$ cat src/rtl/bit_serial_alu_seq_if.sv
// Request/response bundle for the bit-serial ALU sequencer.
// The caller (master) presents operands and an op code with start,
// then waits for the one-cycle done pulse. Result and flags are held
// until the next accepted request completes.
interface bit_serial_alu_seq_if #(
    parameter int WIDTH = 64
);
    logic             start;
    logic [WIDTH-1:0] A;
    logic [WIDTH-1:0] B;
    logic [2:0]       cntrl;
    logic             busy;
    logic             done;
    logic [WIDTH-1:0] result;
    logic             negative;
    logic             zero;
    logic             overflow;
    logic             carry_out;

    modport master (
        output start, A, B, cntrl,
        input  busy, done, result, negative, zero, overflow, carry_out
    );

    modport slave (
        input  start, A, B, cntrl,
        output busy, done, result, negative, zero, overflow, carry_out
    );
endinterface

$ cat src/rtl/bit_serial_alu_seq.sv
// Bit-serial ALU sequencer: runs a 1-bit ALU slice once per clock, LSB
// first, keeping the carry in a flop between bits. Slice results are
// shifted into the MSB of a shift register. The visible result and flags
// only change on the edge that finishes the last bit, so a running
// operation never disturbs the previous op's outputs.
// Ops: 000=B, 010=A+B, 011=A-B, 100=A&B, 101=A|B, 110=A^B, 001/111 -> 0.
// A request accepted on edge 0 processes bit i on edge i+1, so done is
// visible after the WIDTH+1'th edge counting the accepting edge.
module bit_serial_alu_seq #(
    parameter int WIDTH = 64
) (
    input  logic clk,
    input  logic reset,
    bit_serial_alu_seq_if.slave bus
);

    localparam int IW = $clog2(WIDTH);

    typedef enum logic [1:0] {
        IDLE = 2'd0,
        RUN  = 2'd1,
        DONE = 2'd2
    } state_t;

    state_t           state_q, state_d;
    logic [IW-1:0]    idx_q, idx_d;
    logic             carry_q, carry_d;
    logic [2:0]       op_q, op_d;
    logic [WIDTH-1:0] a_q, a_d;
    logic [WIDTH-1:0] b_q, b_d;
    // Holds the WIDTH-1 bits already processed; the last bit goes
    // straight into the result, so a WIDTH-1 bit register is enough.
    logic [WIDTH-2:0] sr_q, sr_d;
    logic [WIDTH-1:0] result_q, result_d;
    logic             negative_q, negative_d;
    logic             zero_q, zero_d;
    logic             overflow_q, overflow_d;
    logic             carry_out_q, carry_out_d;

    logic             a_bit, b_bit, b_eff;
    logic             sum_bit, cout_bit, res_bit;
    logic             is_arith;
    logic [WIDTH-1:0] full_word;

    // One-bit ALU slice on the current LSBs of the operand shifters.
    always_comb begin
        a_bit    = a_q[0];
        b_bit    = b_q[0];
        b_eff    = b_bit ^ op_q[0];
        sum_bit  = a_bit ^ b_eff ^ carry_q;
        cout_bit = (a_bit & b_eff) | (b_eff & carry_q) | (a_bit & carry_q);
        is_arith = (op_q[2:1] == 2'b01);
        case (op_q)
            3'b000:  res_bit = b_bit;
            3'b010,
            3'b011:  res_bit = sum_bit;
            3'b100:  res_bit = a_bit & b_bit;
            3'b101:  res_bit = a_bit | b_bit;
            3'b110:  res_bit = a_bit ^ b_bit;
            default: res_bit = 1'b0;
        endcase
        // New bit enters at the MSB; on the last bit this is the full result.
        full_word = {res_bit, sr_q};
    end

    // Sequencer next-state, operand shifting and result/flag capture.
    always_comb begin
        // NOTE: every _d starts as its _q so no path leaves a variable
        // unassigned -- that is what keeps this block free of latches.
        state_d     = state_q;
        idx_d       = idx_q;
        carry_d     = carry_q;
        op_d        = op_q;
        a_d         = a_q;
        b_d         = b_q;
        sr_d        = sr_q;
        result_d    = result_q;
        negative_d  = negative_q;
        zero_d      = zero_q;
        overflow_d  = overflow_q;
        carry_out_d = carry_out_q;

        case (state_q)
            IDLE, DONE: begin
                if (bus.start) begin
                    a_d     = bus.A;
                    b_d     = bus.B;
                    op_d    = bus.cntrl;
                    idx_d   = '0;
                    carry_d = (bus.cntrl == 3'b011);
                    state_d = RUN;
                end else begin
                    state_d = IDLE;
                end
            end
            RUN: begin
                a_d     = a_q >> 1;
                b_d     = b_q >> 1;
                sr_d    = full_word[WIDTH-1:1];
                carry_d = cout_bit;
                idx_d   = idx_q + IW'(1);
                if (idx_q == IW'(WIDTH - 1)) begin
                    state_d     = DONE;
                    result_d    = full_word;
                    negative_d  = full_word[WIDTH-1];
                    zero_d      = (full_word == '0);
                    // carry_q here is the carry into the MSB.
                    overflow_d  = is_arith & (carry_q ^ cout_bit);
                    carry_out_d = is_arith & cout_bit;
                end
            end
            default: state_d = IDLE;
        endcase
    end

    // State register; reset aborts any operation and clears all outputs.
    always_ff @(posedge clk or posedge reset) begin
        // NOTE: flops use non-blocking assignments so every register
        // samples the pre-edge values of its neighbours.
        if (reset) begin
            state_q     <= IDLE;
            idx_q       <= '0;
            carry_q     <= 1'b0;
            op_q        <= '0;
            a_q         <= '0;
            b_q         <= '0;
            sr_q        <= '0;
            result_q    <= '0;
            negative_q  <= 1'b0;
            zero_q      <= 1'b0;
            overflow_q  <= 1'b0;
            carry_out_q <= 1'b0;
        end else begin
            state_q     <= state_d;
            idx_q       <= idx_d;
            carry_q     <= carry_d;
            op_q        <= op_d;
            a_q         <= a_d;
            b_q         <= b_d;
            sr_q        <= sr_d;
            result_q    <= result_d;
            negative_q  <= negative_d;
            zero_q      <= zero_d;
            overflow_q  <= overflow_d;
            carry_out_q <= carry_out_d;
        end
    end

    assign bus.busy      = (state_q == RUN);
    assign bus.done      = (state_q == DONE);
    assign bus.result    = result_q;
    assign bus.negative  = negative_q;
    assign bus.zero      = zero_q;
    assign bus.overflow  = overflow_q;
    assign bus.carry_out = carry_out_q;

endmodule
$ cat src/flat_wrapper.sv
// flat-port wrapper written by rule: the top's interface ports become plain ports
module bit_serial_alu_seq_flat 
#(
    parameter int WIDTH = 64
)
  (clk, reset, bus_start, bus_A, bus_B, bus_cntrl, bus_busy, bus_done, bus_result, bus_negative, bus_zero, bus_overflow, bus_carry_out);
  bit_serial_alu_seq_if #(.WIDTH(WIDTH)) bus_i ();
  input  logic clk;
  input  logic reset;
  input wire logic [$bits(bus_i.start)-1:0] bus_start;
  input wire logic [$bits(bus_i.A)-1:0] bus_A;
  input wire logic [$bits(bus_i.B)-1:0] bus_B;
  input wire logic [$bits(bus_i.cntrl)-1:0] bus_cntrl;
  output wire logic [$bits(bus_i.busy)-1:0] bus_busy;
  output wire logic [$bits(bus_i.done)-1:0] bus_done;
  output wire logic [$bits(bus_i.result)-1:0] bus_result;
  output wire logic [$bits(bus_i.negative)-1:0] bus_negative;
  output wire logic [$bits(bus_i.zero)-1:0] bus_zero;
  output wire logic [$bits(bus_i.overflow)-1:0] bus_overflow;
  output wire logic [$bits(bus_i.carry_out)-1:0] bus_carry_out;
  assign bus_i.start = bus_start;
  assign bus_i.A = bus_A;
  assign bus_i.B = bus_B;
  assign bus_i.cntrl = bus_cntrl;
  assign bus_busy = bus_i.busy;
  assign bus_done = bus_i.done;
  assign bus_result = bus_i.result;
  assign bus_negative = bus_i.negative;
  assign bus_zero = bus_i.zero;
  assign bus_overflow = bus_i.overflow;
  assign bus_carry_out = bus_i.carry_out;
  bit_serial_alu_seq #(.WIDTH(WIDTH)) u_core (.clk(clk), .reset(reset), .bus(bus_i));
endmodule
$ cat config.mk
export PLATFORM = sky130hd
export DESIGN_NAME = bit_serial_alu_seq_flat
export DESIGN_NICKNAME = d
export VERILOG_FILES = /design/src/rtl/bit_serial_alu_seq_if.sv /design/src/rtl/bit_serial_alu_seq.sv /design/src/flat_wrapper.sv
export SDC_FILE = /design/constraint.sdc
export NUM_CORES = 1
export LEC_CHECK = 0
export ABC_AREA = 1
export CAP_MARGIN = 25
export CORE_MARGIN = 2
export CORE_UTILIZATION = 32
export DETAILED_ROUTE_END_ITERATION = 8
export SKIP_CTS_REPAIR_TIMING = 1
export SLEW_MARGIN = 10
export SYNTH_ARGS = -nofsm -noshare
export SYNTH_HDL_FRONTEND = slang
export SYNTH_SLANG_ARGS = --single-unit
$ cat constraint.sdc
create_clock -name clk -period 10 [get_ports clk]
set_input_delay 2 -clock clk [delete_from_list [all_inputs] [get_ports clk]]
set_output_delay 2 -clock clk [all_outputs]
set_load 0.005 [all_outputs]
==> flow_summary.yaml <==
power:
  design_power_total_mw: 2.915
  irDropWorstVdd_mv: 0.1137
  p_leak_nw: 6.445
  power_density_nw_per_um2: 199.1
place:
  dp.cells: 1774
  pre_cts_ws_ps: 5742
  hpwl_um: 16510
  dpl_cell_area_sq_um: 13540
  gp_congestion: 0.7195
  io_buffers: 203
synth:
  synth_top_area_cell: "dfrtp_1"
  yosysMostFrequentCell: "nand2_1"
  postSynthCellCount: 1179
  syn_area_per_cell_sq_um: 9.544
  ys_warn_count: 0
  yosys_register_bits: 270
  synthFlopType: "dfrtp_1"
  yosysTopAreaCellShare: 0.6005
  ys_async_sr_fraction: 1.000
  yosys-top-cells-count: "nand2_1, dfrtp_1, inv_1"
  ys_seq_area_frac: 0.6005
  netlist_top_cells_area: "dfrtp_1, nand2_1, o221ai_1"
  yosysUniqueCellTypes: 27
  synth_edf_count: 0
  syn-cell-area_sq_um: 11250
  syn-num-nets: 1317
global_route:
  overflow: 0
  grtUsageTotal: 0.1380
  grt_pass1_wl_um: 41680
  grt_pass1_vias: 8320
  grt_max_degree: 131
  antenna_found_initial: 4
route:
  firstDrtPassIters: 5
  ant_nets: 0
  wl_um: 25020
  drt_iter0_drc: 429
  drc: 0
  vias: 8491
  post_drt_wl_per_cell_um: 13.66
  avgViaCountPerCell: 4.635
sta:
  fin_tns_setup_ps: 0
  max_freq_mhz: 268.6
  finClkSkew_ps: 9.592
  fin_ws_ps: 6277
  fin_crit_sh: 0.3723
  slew_headroom: 0.3275
  worst_slew_pin_slew_ps: 1009
  period_needed_ps: 3723
  hold_viol_final: 0
  setup_viol_count_final: 0
  holdWs_ps: 476.1
  rsz0062_at_grt: "false"
  drv_slew: 0
floorplanning:
  initial_core_util: 0.3257
  ios: 204
  rows: 68
  die_w_um: 191.5
  die_area_sq_um: 36680
  die_y_um: 191.5
  coreArea_sq_um: 34540
critical_path:
  r2r_slack_ps: 7590
  worstSetupStartpointType: "register"
  critPathKind: "register to output pin"
  timing.rr.end: "u_core.a_q[25]"
  rr_worst_depth: 5
  crit_required_ps: 8000
  arrival_ps: 1720
  end_kind: "output pin"
  r2r_start: "u_core.state_q[1]"
  crit_fanout: 4
hold_path:
  min_path_cells: 2
  min_from: "u_core.sr_q[26]"
  min_to: "u_core.sr_q[25]"
  holdCritPathClass: "register to register"
cells_and_area:
  syn_to_final_growth_pct: 30.11
  instances_no_fill: 1832
  drive_above_1_share: 0.04945
  nets: 1491
  stdcell_area_sq_um: 14640
  utilization: 0.4238
clock_network:
  cts_tree: "done"
  root_buffer: "clkbuf_16"
  htreeDepth: 1
  clk_pin_slew_ps: 60
  cts_buffer_depth: 3
  cts.sinks: 270
  cts_made_buffers: 31
  clk_latency_ps: 550
run_status:
  status: "completed"
job:
  cap_violations: 0
==> flip-flops by register name, indices dropped and copies added (netlist names) <==
name,count
u_core.bus.carry_out,1
u_core.bus.zero,1
u_core.a_q,64
u_core.sr_q,63
u_core.idx_q,6
u_core.state_q,2
u_core.carry_q,1
u_core.b_q,64
u_core.bus.overflow,1
u_core.op_q,3
u_core.bus.result,64
==> cell usage in the layout, fill, tap and decap left out <==
| cell | n |
|---|---|
| o211ai_1 | 1 |
| nand3_2 | 1 |
| ha_1 | 3 |
| o221ai_1 | 126 |
| a21oi_1 | 4 |
| xnor2_1 | 2 |
| nand4_1 | 2 |
| buf_16 | 1 |
| diode_2 | 2 |
| dfrtp_1 | 270 |
| nor3_2 | 1 |
| inv_4 | 2 |
| nand3_1 | 15 |
| nor2_8 | 1 |
| nor2_4 | 1 |
| clkdlybuf4s50_1 | 203 |
| fa_1 | 1 |
| inv_2 | 1 |
| o31ai_1 | 1 |
| nand2_4 | 3 |
| clkbuf_8 | 8 |
| o21ai_0 | 72 |
| inv_1 | 202 |
| clkinv_4 | 2 |
| clkbuf_1 | 7 |
| buf_4 | 7 |
| inv_6 | 1 |
| buf_12 | 1 |
| clkbuf_16 | 31 |
| clkinvlp_4 | 1 |
| o21ai_1 | 64 |
| inv_8 | 1 |
| nor2_1 | 39 |
| bufinv_16 | 4 |
| nand2_1 | 295 |
| clkinv_2 | 1 |
==> per-layer routing <==
metal,track usage,part of all wire,vias up
li1,-,-,4224
met1,0.1874,0.46,4034
met2,0.2230,0.46,192
met3,0.03305,0.065,37
met4,0.03136,0.016,4
met5,0,0.0010,-
==> logic make-up (layout without fill, tap and decap cells) <==
kind of cell | count (synthesis) | in the layout | share of synthesized area
fa+ha+maj | 4 | 4 | 0.005116
simple gates | 358 | 358 | 0.1263
xor+xnor | 2 | 2 | 0.001557
flops | 270 | 270 | 0.6005
other cells | 0 | 2 | 0
buf+inv | 277 | 473 | 0.1049
compound gates | 268 | 268 | 0.1617
==> power by group <==
| part | total [mW] | switching, mW | leakage [nW] | internal [mW] |
|---|---|---|---|---|
| registers | 1.30 | 0.0507 | 3.52 | 1.25 |
| clock network | 1.17 | 0.445 | 0.521 | 0.730 |
| logic | 0.437 | 0.242 | 2.40 | 0.195 |
==> how the worst max path moves through the flow <==
| stage | start | end | slack (ps) | depth (start not counted) |
|---|---|---|---|---|
| 3_5_place_dp | bus_start | u_core.a_q[25] | 5740 | 5 |
| 5_1_grt | bus_start | u_core.b_q[25] | 6160 | 5 |
| 6_report | u_core.state_q[1] | bus_busy | 6280 | 2 |
| 4_1_cts | u_core.state_q[1] | bus_busy | 6200 | 2 |
| 3_3_place_gp | reset | u_core.bus.result[15] | 5710 | 3 |
| 2_1_floorplan | reset | u_core.a_q[0] | 560 | 1 |
==> final cells by class <==
cell class | count | area (sq um)
multi-input combinational | 632 | 3321
fill | 3403 | 19900
clock inverter | 9 | 158.9
timing repair buffer | 212 | 2132
inverter | 206 | 785.8
tap | 455 | 569.3
sequential | 270 | 6756
antenna | 2 | 5.005
clock buffer | 46 | 912.1
==> worst max-delay path: stages, from the launching register on <==
cell	delay (ps)
dfrtp_1	430
nor2_8	180
clkdlybuf4s50_1	570
Note: power is estimated with default switching activity, not from simulation.
